### src/rtl/ofdm_pkg.sv
// Shared constants, state type and Gray-to-level helpers for the OFDM subcarrier mapper.
// Levels are plain odd integers; K_MOD scaling happens later in the IFFT path.
package ofdm_pkg;

    localparam int NUM_DATA_SC = 48;
    localparam int LVL_MIN_W   = 4;

    localparam logic [1:0] MOD_BPSK  = 2'd0;
    localparam logic [1:0] MOD_QPSK  = 2'd1;
    localparam logic [1:0] MOD_QAM16 = 2'd2;
    localparam logic [1:0] MOD_QAM64 = 2'd3;

    typedef enum logic {
        ST_IDLE = 1'b0,
        ST_RUN  = 1'b1
    } mapper_state_e;

    function automatic logic [2:0] n_bpsc(input logic [1:0] mod);
        case (mod)
            MOD_BPSK:  return 3'd1;
            MOD_QPSK:  return 3'd2;
            MOD_QAM16: return 3'd4;
            default:   return 3'd6;
        endcase
    endfunction

    // g is {first bit, second bit} in arrival order
    function automatic logic signed [LVL_MIN_W-1:0] gray2_lvl(input logic [1:0] g);
        case (g)
            2'b00:   return -4'sd3;
            2'b01:   return -4'sd1;
            2'b11:   return 4'sd1;
            default: return 4'sd3;
        endcase
    endfunction

    function automatic logic signed [LVL_MIN_W-1:0] gray3_lvl(input logic [2:0] g);
        case (g)
            3'b000:  return -4'sd7;
            3'b001:  return -4'sd5;
            3'b011:  return -4'sd3;
            3'b010:  return -4'sd1;
            3'b110:  return 4'sd1;
            3'b111:  return 4'sd3;
            3'b101:  return 4'sd5;
            default: return 4'sd7;
        endcase
    endfunction

endpackage

### src/rtl/qam_level_lut.sv
// Combinational Gray-coded constellation lookup; grp_i[0] is the first bit of the group (b0).
module qam_level_lut
    import ofdm_pkg::*;
#(
    parameter int LVL_W = LVL_MIN_W
) (
    input  logic [1:0]              mod_i,
    input  logic [5:0]              grp_i,
    output logic signed [LVL_W-1:0] i_lvl_o,
    output logic signed [LVL_W-1:0] q_lvl_o
);

    always_comb begin
        i_lvl_o = '0;
        q_lvl_o = '0;
        case (mod_i)
            MOD_BPSK: begin
                i_lvl_o = grp_i[0] ? LVL_W'(1) : LVL_W'(-1);
            end
            MOD_QPSK: begin
                i_lvl_o = grp_i[0] ? LVL_W'(1) : LVL_W'(-1);
                q_lvl_o = grp_i[1] ? LVL_W'(1) : LVL_W'(-1);
            end
            MOD_QAM16: begin
                i_lvl_o = LVL_W'(gray2_lvl({grp_i[0], grp_i[1]}));
                q_lvl_o = LVL_W'(gray2_lvl({grp_i[2], grp_i[3]}));
            end
            default: begin
                i_lvl_o = LVL_W'(gray3_lvl({grp_i[0], grp_i[1], grp_i[2]}));
                q_lvl_o = LVL_W'(gray3_lvl({grp_i[3], grp_i[4], grp_i[5]}));
            end
        endcase
    end

endmodule

### src/rtl/ofdm_qam_mapper.sv
// 802.11a subcarrier mapper: groups serial interleaved bits into N_BPSC words, Gray-maps them
// to I/Q levels and tags each output with its data-subcarrier index within the OFDM symbol.
module ofdm_qam_mapper
    import ofdm_pkg::*;
#(
    parameter int NUM_SC = NUM_DATA_SC,
    parameter int LVL_W  = LVL_MIN_W
) (
    input  logic                    Clk,
    input  logic                    Reset,
    input  logic                    Start,
    input  logic [1:0]              Rate,
    input  logic                    x,
    input  logic                    Valid_in,
    output logic signed [LVL_W-1:0] I,
    output logic signed [LVL_W-1:0] Q,
    output logic                    Valid,
    output logic [5:0]              Sc_idx,
    output logic                    Last_sc,
    output mapper_state_e           Dbg_state
);

    localparam logic [5:0] SC_LAST = 6'(NUM_SC - 1);

    mapper_state_e           state_q, state_d;
    logic [1:0]              mod_q, mod_d;
    logic [2:0]              bit_cnt_q, bit_cnt_d;
    logic [5:0]              shreg_q, shreg_d;
    logic [5:0]              sc_cnt_q, sc_cnt_d;
    logic signed [LVL_W-1:0] i_q, i_d, q_q, q_d;
    logic                    valid_q, valid_d;
    logic                    last_q, last_d;
    logic [5:0]              sc_idx_q, sc_idx_d;

    logic [5:0]              grp_w;
    logic [2:0]              last_bit_w;
    logic signed [LVL_W-1:0] lut_i_w, lut_q_w;

    // The group seen by the LUT already contains the bit arriving this cycle,
    // so the mapped value can be registered on the same edge that captures it.
    always_comb begin
        grp_w            = shreg_q;
        grp_w[bit_cnt_q] = x;
        last_bit_w       = n_bpsc(mod_q) - 3'd1;
    end

    qam_level_lut #(
        .LVL_W (LVL_W)
    ) u_lut (
        .mod_i   (mod_q),
        .grp_i   (grp_w),
        .i_lvl_o (lut_i_w),
        .q_lvl_o (lut_q_w)
    );

    always_comb begin
        state_d   = state_q;
        mod_d     = mod_q;
        bit_cnt_d = bit_cnt_q;
        shreg_d   = shreg_q;
        sc_cnt_d  = sc_cnt_q;
        i_d       = i_q;
        q_d       = q_q;
        sc_idx_d  = sc_idx_q;
        valid_d   = 1'b0;
        last_d    = 1'b0;
        case (state_q)
            ST_IDLE: begin
                bit_cnt_d = '0;
                shreg_d   = '0;
                sc_cnt_d  = '0;
                if (Start) begin
                    state_d = ST_RUN;
                    mod_d   = Rate;
                end
            end
            ST_RUN: begin
                // Abort takes priority over a group completing in the same cycle
                if (!Start) begin
                    state_d   = ST_IDLE;
                    bit_cnt_d = '0;
                    shreg_d   = '0;
                    sc_cnt_d  = '0;
                end else if (Valid_in) begin
                    if (bit_cnt_q == last_bit_w) begin
                        bit_cnt_d = '0;
                        shreg_d   = '0;
                        valid_d   = 1'b1;
                        i_d       = lut_i_w;
                        q_d       = lut_q_w;
                        sc_idx_d  = sc_cnt_q;
                        last_d    = (sc_cnt_q == SC_LAST);
                        if (sc_cnt_q == SC_LAST) begin
                            sc_cnt_d = '0;
                            mod_d    = Rate;
                        end else begin
                            sc_cnt_d = sc_cnt_q + 6'd1;
                        end
                    end else begin
                        shreg_d   = grp_w;
                        bit_cnt_d = bit_cnt_q + 3'd1;
                    end
                end
            end
            default: state_d = ST_IDLE;
        endcase
    end

    always_ff @(posedge Clk or negedge Reset) begin
        if (!Reset) begin
            state_q   <= ST_IDLE;
            mod_q     <= MOD_BPSK;
            bit_cnt_q <= '0;
            shreg_q   <= '0;
            sc_cnt_q  <= '0;
            i_q       <= '0;
            q_q       <= '0;
            valid_q   <= 1'b0;
            last_q    <= 1'b0;
            sc_idx_q  <= '0;
        end else begin
            state_q   <= state_d;
            mod_q     <= mod_d;
            bit_cnt_q <= bit_cnt_d;
            shreg_q   <= shreg_d;
            sc_cnt_q  <= sc_cnt_d;
            i_q       <= i_d;
            q_q       <= q_d;
            valid_q   <= valid_d;
            last_q    <= last_d;
            sc_idx_q  <= sc_idx_d;
        end
    end

    assign I         = i_q;
    assign Q         = q_q;
    assign Valid     = valid_q;
    assign Sc_idx    = sc_idx_q;
    assign Last_sc   = last_q;
    assign Dbg_state = state_q;

endmodule

### config.mk
export PLATFORM = sky130hd
export DESIGN_NAME = ofdm_qam_mapper
export DESIGN_NICKNAME = d
export VERILOG_FILES = /design/src/rtl/ofdm_pkg.sv /design/src/rtl/qam_level_lut.sv /design/src/rtl/ofdm_qam_mapper.sv
export SDC_FILE = /design/constraint.sdc
export NUM_CORES = 1
export LEC_CHECK = 0
export ABC_AREA = 1
export BUFFER_PORTS_ARGS = -buffer_cell sky130_fd_sc_hd__buf_4
export CORE_ASPECT_RATIO = 1.75
export CORE_UTILIZATION = 51
export CTS_CLUSTER_DIAMETER = 40
export DETAILED_ROUTE_END_ITERATION = 8
export GPL_TIMING_DRIVEN = 0
export PLACE_DENSITY = 0.75
export SKIP_CTS_REPAIR_TIMING = 1
export SYNTH_ARGS = -nofsm -noshare
export SYNTH_HDL_FRONTEND = slang
export SYNTH_SLANG_ARGS = --single-unit
### constraint.sdc
create_clock -name Clk -period 1.7 [get_ports Clk]
set_clock_uncertainty 0.15 [all_clocks]
set_input_delay 0.17 -clock Clk [delete_from_list [all_inputs] [get_ports Clk]]
set_output_delay 0.17 -clock Clk [all_outputs]
set_load 0.1 [all_outputs]
==> reports/qor.txt, run 1 <==
====================================================================================================
R2R depth                                                                                         10
Reg-to-reg slack, setup                                                                       -80 ps
Capturing point of the worst reg2reg path                                                       Q[3]
Maximum frequency from static timing analysis                                                561 MHz
Final HPWL DP                                                                                3.00 mm
Post-synth EDFFs                                                                                   0
Outcome                                                                                 finished with violations
Warning count from the yosys run                                                                   0
Number of max-cap violations                                                                       0
Area fraction in compound gates after synthesis                                                11.8%
Share of the synthesized area in the top cell type                                             46.9%
First-pass iteration count of the detailed router                                                  4
Required time of the critical path                                                           1720 ps
Source of the worst hold timing path                                                         Rate[1]
Terminating pin of the worst hold path                                                      mod_q[1]
DRC errors left                                                                                    0
Crit path max fanout                                                                               7
Critical path buffer and inverter count                                                            3
Power density relative to cell area                                                      1200 nW/µm²
Max Buffers Root-to-Sink                                                                           2
Reg2Reg Launch Point                                                                    bit_cnt_q[0]
Final hold vios                                                                                    1
Class of the tightest hold or removal check                                                   in2reg
Unrepaired setup endpoints after global routing                                                  yes
Post-synthesis adder-cell area fraction                                                        2.76%
Routability congestion estimate from global placement                                          0.896
Maximum level of the CTS H-tree                                                                    2
Leading cell types in the layout, fill and taps excluded                                sky130_fd_sc_hd__nand2_1, sky130_fd_sc_hd__buf_4, sky130_fd_sc_hd__dfrtp_1
Sw frac                                                                                        48.1%
Highest routed layer                                                                            met4
Type of element launching the critical path                                                     flop
Worst hold stages                                                                                  3
Clock insertion delay at the later pin of the skew report                                     290 ps
Share of the synthesized netlist area taken by xor and xnor gates                              1.45%
TritonCTS clock tree                                                                           built
Remaining Overflow, GRT                                                                            0
Final cycle utilization of the critical path                                                    105%
Cell chain of the critical path                                                         buf_6 > inv_8 > nand3_4 > o21ai_4 > inv_2 > ha_2 > o21ai_2 > nand2_2 > a21oi_2 > o21ai_1
Number of nets in the finished design                                                            292
DRC violation total after the first TritonRoute iteration                                         53
Worst setup slack after layout                                                              -82.5 ps
Initial Util                                                                                   53.4%
Post-DR wirelength/cell                                                                      14.2 µm
Main combinational cell family by area after synthesis                                  simple AND/OR/NAND/NOR gates
Initial antenna violation count                                                                    0
Sequential-to-total area share from yosys stat                                                 46.9%
Nets in the synthesized netlist                                                                  242
Die footprint                                                                               3810 µm²
Number of antenna-violating nets in the routed design                                              0
Proportion of power drawn by flip-flops and latches                                            34.4%
Root buf cell                                                                           sky130_fd_sc_hd__clkbuf_8
Area fraction in and, or, nand and nor cells after synthesis                                   29.3%
Number of buffers created by CTS                                                                   5
CP max stage delay                                                                            390 ps
Number of filler cells placed in the layout                                                      265
Slew Limit Fails                                                                                   0
Min Clock Period, post-route                                                                 1780 ps
WL met1                                                                                      1.77 mm
# setup viols final                                                                               14
Smallest hold slack                                                                         -15.8 ps
Worst slew margin relative to its limit                                                        71.0%
N_diodes                                                                                           0
Top-level I/O count                                                                               24
Area growth syn-to-layout                                                                      34.7%
CTS sink cnt                                                                                      34
Top_reg_cell synth                                                                      sky130_fd_sc_hd__dfrtp_1
Die extent in y                                                                              80.9 µm
Tightest Pin Transition                                                                       436 ps
Failing checks                                                                          hold timing, setup timing
Cell type with the largest total area after synthesis                                   sky130_fd_sc_hd__dfrtp_1
Total routing usage reported by global routing                                                 26.1%
Clock-pin slew reported for the worst setup and hold paths after clock tree synthesis          70 ps
Static Leak                                                                               0.00117 µW
Cell family with the largest share of critical-path delay                               compound AO/OA/AOI/OAI gates
Setup CP Type                                                                                reg2reg
DR WL met2                                                                                   2.63 mm
Ys async rst share                                                                              100%
Met3 Routed Length                                                                            154 µm
Clock network fraction of total power                                                          19.7%
Max stage delay cell, worst path                                                        sky130_fd_sc_hd__dfrtp_1
Global-route wire length before repair                                                       7.07 mm
Largest voltage drop on the vdd net                                                          1.56 mV
Signal arrival time at the worst endpoint                                                    1800 ps
Post-Syn Area per Cell                                                                      7.85 µm²
Net load switching power                                                                     1410 µW
Via count of the first global-routing pass                                                      1519
Overall routed net length                                                                    4.65 mm
Util after Layout                                                                              71.9%
Share of cell area taken by muxes after synthesis                                                 0%
Count of input and output buffers                                                                 23
Area of the mapped netlist                                                                  1810 µm²
Overall power of the completed layout                                                        2930 µW
Standard-cell row count                                                                           28
Vias after detailed routing                                                                     1736
Area of the core                                                                            3400 µm²
Register bit count reported by yosys                                                              34
Ranking of synthesized cells by area                                                    sky130_fd_sc_hd__dfrtp_1, sky130_fd_sc_hd__nand2_1, sky130_fd_sc_hd__nand3_1, sky130_fd_sc_hd__inv_1, sky130_fd_sc_hd__o21ai_0
Largest net degree at the start of global routing                                                 35
Count of cell types in the netlist                                                                26
Ratio of cells with drive above 1 in the final layout                                          31.2%
Post-Synthesis Cells                                                                             231
Leading cell type in the layout, fill and taps excluded                                 sky130_fd_sc_hd__nand2_1
Worst Setup End Kind                                                                            flop
Proportion of power drawn by combinational gates                                               45.9%
Average via count per standard cell                                                             5.31
Internal Power                                                                               1520 µW
Die X                                                                                        47.1 µm
====================================================================================================
[Yosys cell counts (4+ instances only)]
cell                      number
sky130_fd_sc_hd__ha_1          4
sky130_fd_sc_hd__o22ai_1       6
sky130_fd_sc_hd__nand2_1      67
sky130_fd_sc_hd__nand3_1      23
sky130_fd_sc_hd__inv_1        27
sky130_fd_sc_hd__o21ai_1      10
sky130_fd_sc_hd__dfrtp_1      34
sky130_fd_sc_hd__a21oi_1       4
sky130_fd_sc_hd__nand4_1       5
sky130_fd_sc_hd__nor2_1       14
sky130_fd_sc_hd__o21ai_0      15
[registers in the layout (all words and copies together), names as in the netlist]
register,flops
I,4
Last_sc,1
Valid,1
Q,4
shreg_q,6
Dbg_state,1
sc_cnt_q,6
Sc_idx,6
mod_q,2
bit_cnt_q,3
[worst reg2reg max path, stage by stage (launching register included)]
cell and delay, ps:
sky130_fd_sc_hd__dfrtp_1 390, sky130_fd_sc_hd__buf_6 150, sky130_fd_sc_hd__inv_8 70, sky130_fd_sc_hd__nand3_4 70, sky130_fd_sc_hd__o21ai_4 160, sky130_fd_sc_hd__inv_2 90
sky130_fd_sc_hd__ha_2 180, sky130_fd_sc_hd__o21ai_2 120, sky130_fd_sc_hd__nand2_2 70, sky130_fd_sc_hd__a21oi_2 130, sky130_fd_sc_hd__o21ai_1 90
[how the worst max path moves through the flow]
stage | startpoint | to | slack, ps | cells after the start
after global placement | bit_cnt_q[0] | Q[3] | -270 | 10
after CTS | bit_cnt_q[0] | Q[3] | -300 | 10
after detailed placement | bit_cnt_q[0] | Q[3] | -280 | 10
final | bit_cnt_q[0] | Q[3] | -80 | 10
after global routing | mod_q[0] | I[1] | -170 | 9
after floorplan | bit_cnt_q[0] | Q[3] | -7 | 10
[cell families after synthesis]
family | Yosys count
simple gates | 118
xor+xnor | 3
compound gates | 39
fa+ha+maj | 4
flops | 34
buf+inv | 33
[metrics by stage]
stage          area (µm²)  setup WS (ps)  instances  TNS [ps]
3_3_place_gp         2050           -268        299     -1430
6_report             2440          -82.5        327      -416
5_1_grt              2440           -169        327     -3790
3_5_place_dp         2050           -275        299     -1610
4_1_cts              2130           -296        307     -1960
2_1_floorplan        1830          -7.21        231     -7.21
[area by class of cell]
class | instances | area [µm²] | share of cell area [%]
plain buffers | 4 | 45.0 | 1.84
clock buffers | 8 | 80.1 | 3.28
inverters | 29 | 119 | 4.87
multi-input cells | 164 | 952 | 39.0
flip-flops and latches | 34 | 858 | 35.1
well taps | 45 | 56.3 | 2.31
repair buffers | 43 | 332 | 13.6
[power by group through the flow]
stage | Clock, µW | Combinational [µW] | Sequential (µW)
global placement | 0 | 1240 | 1010
detailed placement | 0 | 1250 | 1010
floorplan | 0 | 269 | 1710
global route | 622 | 1410 | 1030
finish | 577 | 1340 | 1010
CTS | 584 | 1250 | 995
[per-layer routing]
layer / vias up / track usage [%]
li1: 859 / -
met1: 820 / 30.1
met2: 48 / 46.3
met3: 9 / 4.22
met4: 0 / 9.14
met5: - / 0
Power figures use the tool's default switching activity.
==> run 2, diff against run 1 <==
--- a/config.mk
+++ b/config.mk
@@ -8,11 +8,11 @@
 export ABC_AREA = 1
 export BUFFER_PORTS_ARGS = -buffer_cell sky130_fd_sc_hd__buf_4
 export CORE_ASPECT_RATIO = 1.75
-export CORE_UTILIZATION = 51
+export CORE_UTILIZATION = 57
 export CTS_CLUSTER_DIAMETER = 40
 export DETAILED_ROUTE_END_ITERATION = 8
 export GPL_TIMING_DRIVEN = 0
-export PLACE_DENSITY = 0.75
+export PLACE_DENSITY = 0.79
 export SKIP_CTS_REPAIR_TIMING = 1
 export SYNTH_ARGS = -nofsm -noshare
 export SYNTH_HDL_FRONTEND = slang
==> constraint.sdc (replaced) <==
create_clock -name Clk -period 1.8 [get_ports Clk]
set_clock_uncertainty 0.15 [all_clocks]
set_input_delay 0.18 -clock Clk [delete_from_list [all_inputs] [get_ports Clk]]
set_output_delay 0.18 -clock Clk [all_outputs]
set_load 0.1 [all_outputs]
==> reports/qor.txt, run 2 (synthesized netlist as in run 1, its figures left out) <==
====================================================================================================
Outcome                                                                                 finished with violations
Failing checks                                                                          setup timing
First-pass iteration count of the detailed router                                                  4
Terminating pin of the worst hold path                                                  bit_cnt_q[1]
Standard-cell row count                                                                           26
Summed negative setup slack over all endpoints                                              -33.9 ps
# setup viols final                                                                                2
Leading cell type in the layout, fill and taps excluded                                 sky130_fd_sc_hd__nand2_1
Average via count per standard cell                                                             5.33
Net load switching power                                                                     1310 µW
Clock network fraction of total power                                                          20.9%
Post-DR wirelength/cell                                                                      13.8 µm
Reg2Reg Launch Point                                                                    bit_cnt_q[0]
Proportion of power drawn by flip-flops and latches                                            34.5%
Clock-pin slew reported for the worst setup and hold paths after clock tree synthesis          70 ps
Maximum level of the CTS H-tree                                                                    2
Overall routed net length                                                                    4.38 mm
Vias after detailed routing                                                                     1694
Routability congestion estimate from global placement                                          0.881
Min Clock Period, post-route                                                                 1830 ps
Clock insertion delay at the later pin of the skew report                                     290 ps
Crit path max fanout                                                                               7
R2R depth                                                                                         10
Global-route wire length before repair                                                       7.10 mm
Leading cell types in the layout, fill and taps excluded                                sky130_fd_sc_hd__nand2_1, sky130_fd_sc_hd__buf_4, sky130_fd_sc_hd__dfrtp_1
Worst Setup End Kind                                                                            flop
Final hold vios                                                                                    0
Area of the core                                                                            2960 µm²
TritonCTS clock tree                                                                           built
Remaining Overflow, GRT                                                                            0
Tightest Pin Transition                                                                       434 ps
Via count of the first global-routing pass                                                      1616
Required time of the critical path                                                           1830 ps
Fin cells                                                                                        318
Largest voltage drop on the vdd net                                                          1.59 mV
Die footprint                                                                               3420 µm²
Number of filler cells placed in the layout                                                      210
Maximum frequency from static timing analysis                                                547 MHz
Number of instances in the placed design                                                         296
Capturing point of the worst reg2reg path                                                       Q[2]
Sw frac                                                                                        47.6%
Signal arrival time at the worst endpoint                                                    1860 ps
Setup CP Type                                                                                reg2reg
Total routing usage reported by global routing                                                 28.2%
Worst slew margin relative to its limit                                                        71.1%
Internal Power                                                                               1450 µW
Final HPWL DP                                                                                3.06 mm
Root buf cell                                                                           sky130_fd_sc_hd__clkbuf_8
Initial antenna violation count                                                                    0
Worst hold stages                                                                                  3
Largest net degree at the start of global routing                                                 35
Power density relative to cell area                                                      1180 nW/µm²
Number of buffers created by CTS                                                                   5
Number of max-cap violations                                                                       0
Max Buffers Root-to-Sink                                                                           2
Class of the tightest hold or removal check                                                   in2reg
Top-level I/O count                                                                               24
Count of input and output buffers                                                                 23
Source of the worst hold timing path                                                        Valid_in
Type of element launching the critical path                                                     flop
N_diodes                                                                                           0
Worst Setup SP                                                                          bit_cnt_q[0]
DRC violation total after the first TritonRoute iteration                                         79
Smallest hold slack                                                                          90.2 ps
Final cycle utilization of the critical path                                                    102%
DRC errors left                                                                                    0
Unrepaired setup endpoints after global routing                                                  yes
Slew Limit Fails                                                                                   0
Number of antenna-violating nets in the routed design                                              0
Number of nets in the finished design                                                            286
Worst-case setup slack after placement                                                       -280 ps
Initial Util                                                                                   61.2%
Die X                                                                                        44.6 µm
Ratio of cells with drive above 1 in the final layout                                          26.8%
Reg-to-reg slack, setup                                                                       -30 ps
CTS sink cnt                                                                                      34
Die extent in y                                                                              76.6 µm
Static Leak                                                                               0.00114 µW
Area growth syn-to-layout                                                                      28.8%
Proportion of power drawn by combinational gates                                               44.7%
Worst setup slack after layout                                                              -28.8 ps
====================================================================================================
-- run 2: cell types whose count changed in the layout (fill, tap and decap cells not counted), sizes merged --
cell	before	now
buf	44	37
clkbuf	8	7
dlygate4sd3	3	4
clkinv	0	1
-- run 2: critical path, stage by stage (launching register included) --
cell and delay, ps:
sky130_fd_sc_hd__dfrtp_1 400, sky130_fd_sc_hd__buf_6 160, sky130_fd_sc_hd__inv_8 60, sky130_fd_sc_hd__nand3_2 80, sky130_fd_sc_hd__o21ai_2 180, sky130_fd_sc_hd__inv_2 90
sky130_fd_sc_hd__ha_2 170, sky130_fd_sc_hd__o21ai_1 120, sky130_fd_sc_hd__nand2_1 90, sky130_fd_sc_hd__o21ai_1 160, sky130_fd_sc_hd__nand2_1 70
-- run 2: routing by layer --
metal  wire [µm]  global-route usage (%)
met1        1700                    29.6
met2        2470                    50.6
met3         136                    5.69
met4          69                    13.0
met5           0                       0
-- run 2: cell type report --
cell class	count	area [µm²]	share of cell area, %
inverter	29	116	4.98
sequential	34	856	36.6
clock buffer	7	86.3	3.70
multi-input combinational	164	887	38.0
clock inverter	1	5.00	0.214
tap	42	52.6	2.25
buffer	4	41.3	1.77
timing repair buffer	37	292	12.5
-- run 2: worst max-delay path by stage --
stage | endpoint | slack, ps | cells past startpoint
after global routing | Q[2] | -60 | 10
after CTS | Q[2] | -300 | 10
after detailed placement | Q[2] | -280 | 10
final | Q[2] | -30 | 10
after global placement | Q[1] | -220 | 9
after floorplan | Q[0] | 3 | 6
-- run 2: power groups by stage --
stage               Clock [µW]  Combinational, µW  Sequential [µW]
floorplan                    0                251             1620
global placement             0               1160              954
detailed placement           0               1170              954
CTS                        592               1180              940
global route               623               1300              964
finish                     576               1230              952
-- run 2: through the flow --
| stage | total power [µW] | utilization (%) | cell area [µm²] |
|---|---|---|---|
| 6_report | 2760 | 78.9 | 2340 |
| 5_1_grt | 2880 | 78.9 | 2340 |
| 4_1_cts | 2710 | 72.1 | 2140 |
| 3_5_place_dp | 2130 | 69.1 | 2040 |
| 3_3_place_gp | 2120 | 69.1 | 2040 |
| 2_1_floorplan | 1870 | - | 1820 |
==> run 3, diff against run 2 <==
--- a/config.mk
+++ b/config.mk
@@ -11,8 +11,8 @@
 export CORE_UTILIZATION = 57
 export CTS_CLUSTER_DIAMETER = 40
 export DETAILED_ROUTE_END_ITERATION = 8
-export GPL_TIMING_DRIVEN = 0
 export PLACE_DENSITY = 0.79
+export RECOVER_POWER = 100
 export SKIP_CTS_REPAIR_TIMING = 1
 export SYNTH_ARGS = -nofsm -noshare
 export SYNTH_HDL_FRONTEND = slang
==> reports/qor.txt, run 3 (synthesized netlist as in run 1, its figures left out) <==
====================================================================================================
Outcome                                                                                 finished with violations
Failing checks                                                                          hold timing, setup timing
Overall routed net length                                                                    5.19 mm
Largest voltage drop on the vdd net                                                          1.52 mV
Remaining Overflow, GRT                                                                            0
Die footprint                                                                               3420 µm²
Ratio of cells with drive above 1 in the final layout                                          31.1%
Summed negative setup slack over all endpoints                                              -16.9 ps
Required time of the critical path                                                           1850 ps
Via count of the first global-routing pass                                                      1756
Tightest Pin Transition                                                                       859 ps
Leading cell types in the layout, fill and taps excluded                                sky130_fd_sc_hd__nand2_1, sky130_fd_sc_hd__dfrtp_1, sky130_fd_sc_hd__buf_4
Number of instances in the placed design                                                         310
Routability congestion estimate from global placement                                          0.880
Average via count per standard cell                                                             5.59
Area of the core                                                                            2960 µm²
Final HPWL DP                                                                                3.31 mm
DRC violation total after the first TritonRoute iteration                                         44
Critical Path End                                                                        sc_cnt_q[4]
Count of input and output buffers                                                                 23
Clock-pin slew reported for the worst setup and hold paths after clock tree synthesis          60 ps
Maximum frequency from static timing analysis                                                550 MHz
Slew Limit Fails                                                                                   0
Worst slew margin relative to its limit                                                        42.7%
Max Buffers Root-to-Sink                                                                           2
Worst Setup SP                                                                              mod_q[0]
Number of antenna-violating nets in the routed design                                              0
Maximum level of the CTS H-tree                                                                    2
Standard-cell row count                                                                           26
Number of nets in the finished design                                                            296
Worst Setup End Kind                                                                            flop
Global-route wire length before repair                                                       7.69 mm
Post-DR wirelength/cell                                                                      15.8 µm
Area growth syn-to-layout                                                                      31.3%
Final cycle utilization of the critical path                                                    101%
Smallest hold slack                                                                         -15.0 ps
Sequential cell area                                                                         857 µm²
Capturing point of the worst reg2reg path                                                sc_cnt_q[4]
Final instance area                                                                         2380 µm²
Type of element launching the critical path                                                     flop
Overall power of the completed layout                                                        2800 µW
R2R depth                                                                                         10
Min Clock Period, post-route                                                                 1820 ps
Class of the tightest hold or removal check                                                   in2reg
Crit path max fanout                                                                               9
DRC errors left                                                                                    0
Vias after detailed routing                                                                     1833
Power density relative to cell area                                                      1180 nW/µm²
Die extent in y                                                                              76.6 µm
Number of buffers created by CTS                                                                   5
Multi-input gate area                                                                        897 µm²
Setup CP Type                                                                                reg2reg
Total routing usage reported by global routing                                                 30.7%
Initial Util                                                                                   61.2%
First-pass iteration count of the detailed router                                                  5
# setup viols final                                                                                1
Unrepaired setup endpoints after global routing                                                  yes
Clock insertion delay at the later pin of the skew report                                     290 ps
Static Leak                                                                               0.00119 µW
CTS sink cnt                                                                                      34
TritonCTS clock tree                                                                           built
Final hold vios                                                                                    1
Top-level I/O count                                                                               24
Reg2Reg Launch Point                                                                        mod_q[0]
Initial antenna violation count                                                                    0
Root buf cell                                                                           sky130_fd_sc_hd__clkbuf_8
Largest net degree at the start of global routing                                                 35
Number of max-cap violations                                                                       0
Cell Area, Placed                                                                           2140 µm²
Reg-to-reg slack, setup                                                                       -20 ps
Number of filler cells placed in the layout                                                      207
Leading cell type in the layout, fill and taps excluded                                 sky130_fd_sc_hd__nand2_1
N_diodes                                                                                           0
Worst setup slack after layout                                                              -16.9 ps
Die X                                                                                        44.6 µm
Signal arrival time at the worst endpoint                                                    1860 ps
Fin cells                                                                                        328
====================================================================================================
[run 3: worst min-delay path by stage]
stage | from | to | slack (ps) | depth (start not counted)
3_5_place_dp | Reset | shreg_q[5] | 4 | 1
2_1_floorplan | Reset | Dbg_state | -270 | 0
6_report | Rate[1] | mod_q[1] | -10 | 3
3_3_place_gp | Reset | bit_cnt_q[2] | 3 | 1
5_1_grt | Rate[1] | mod_q[1] | 2 | 3
4_1_cts | Reset | shreg_q[3] | -310 | 1
[run 3: metal layers]
| metal | track usage (%) | share of wire, % |
|---|---|---|
| met5 | 0 | 0 |
| met4 | 13.3 | 4.7 |
| met3 | 6.64 | 4.4 |
| met2 | 54.6 | 54 |
| met1 | 32.9 | 37 |
[run 3: layout make-up]
class | count | share of cell area, %
flip-flops and latches | 34 | 36.0
clock buffers | 7 | 3.63
well taps | 42 | 2.21
multi-input cells | 165 | 37.7
clock inverters | 1 | 0.210
repair buffers | 50 | 15.6
inverters | 29 | 4.68
[run 3: metrics by stage]
step           utilization (%)  setup WS [ps]
4_1_cts                   75.5          -31.7
6_report                  80.4          -16.9
3_3_place_gp              72.4           45.4
2_1_floorplan                -           3.15
3_5_place_dp              72.4          -21.2
5_1_grt                   80.4          -84.8
[run 3: critical path, cell delays in order (launching register included)]
cell and delay, ps:
sky130_fd_sc_hd__dfrtp_2 450, sky130_fd_sc_hd__inv_1 80, sky130_fd_sc_hd__nand2_2 70, sky130_fd_sc_hd__nand2_1 70, sky130_fd_sc_hd__nand2_1 90, sky130_fd_sc_hd__nor2_4 180
sky130_fd_sc_hd__buf_4 130, sky130_fd_sc_hd__nand3_2 70, sky130_fd_sc_hd__nand2_2 180, sky130_fd_sc_hd__nand2_1 80, sky130_fd_sc_hd__a22oi_1 170
[run 3: report_power, final]
group	internal, µW	leakage (µW)	switching, µW	total (µW)
sequential	873	0.000444	86.9	960
clock	308	0.0000482	274	582
combinational	257	0.000695	1000	1260
total	1440	0.00119	1360	2800
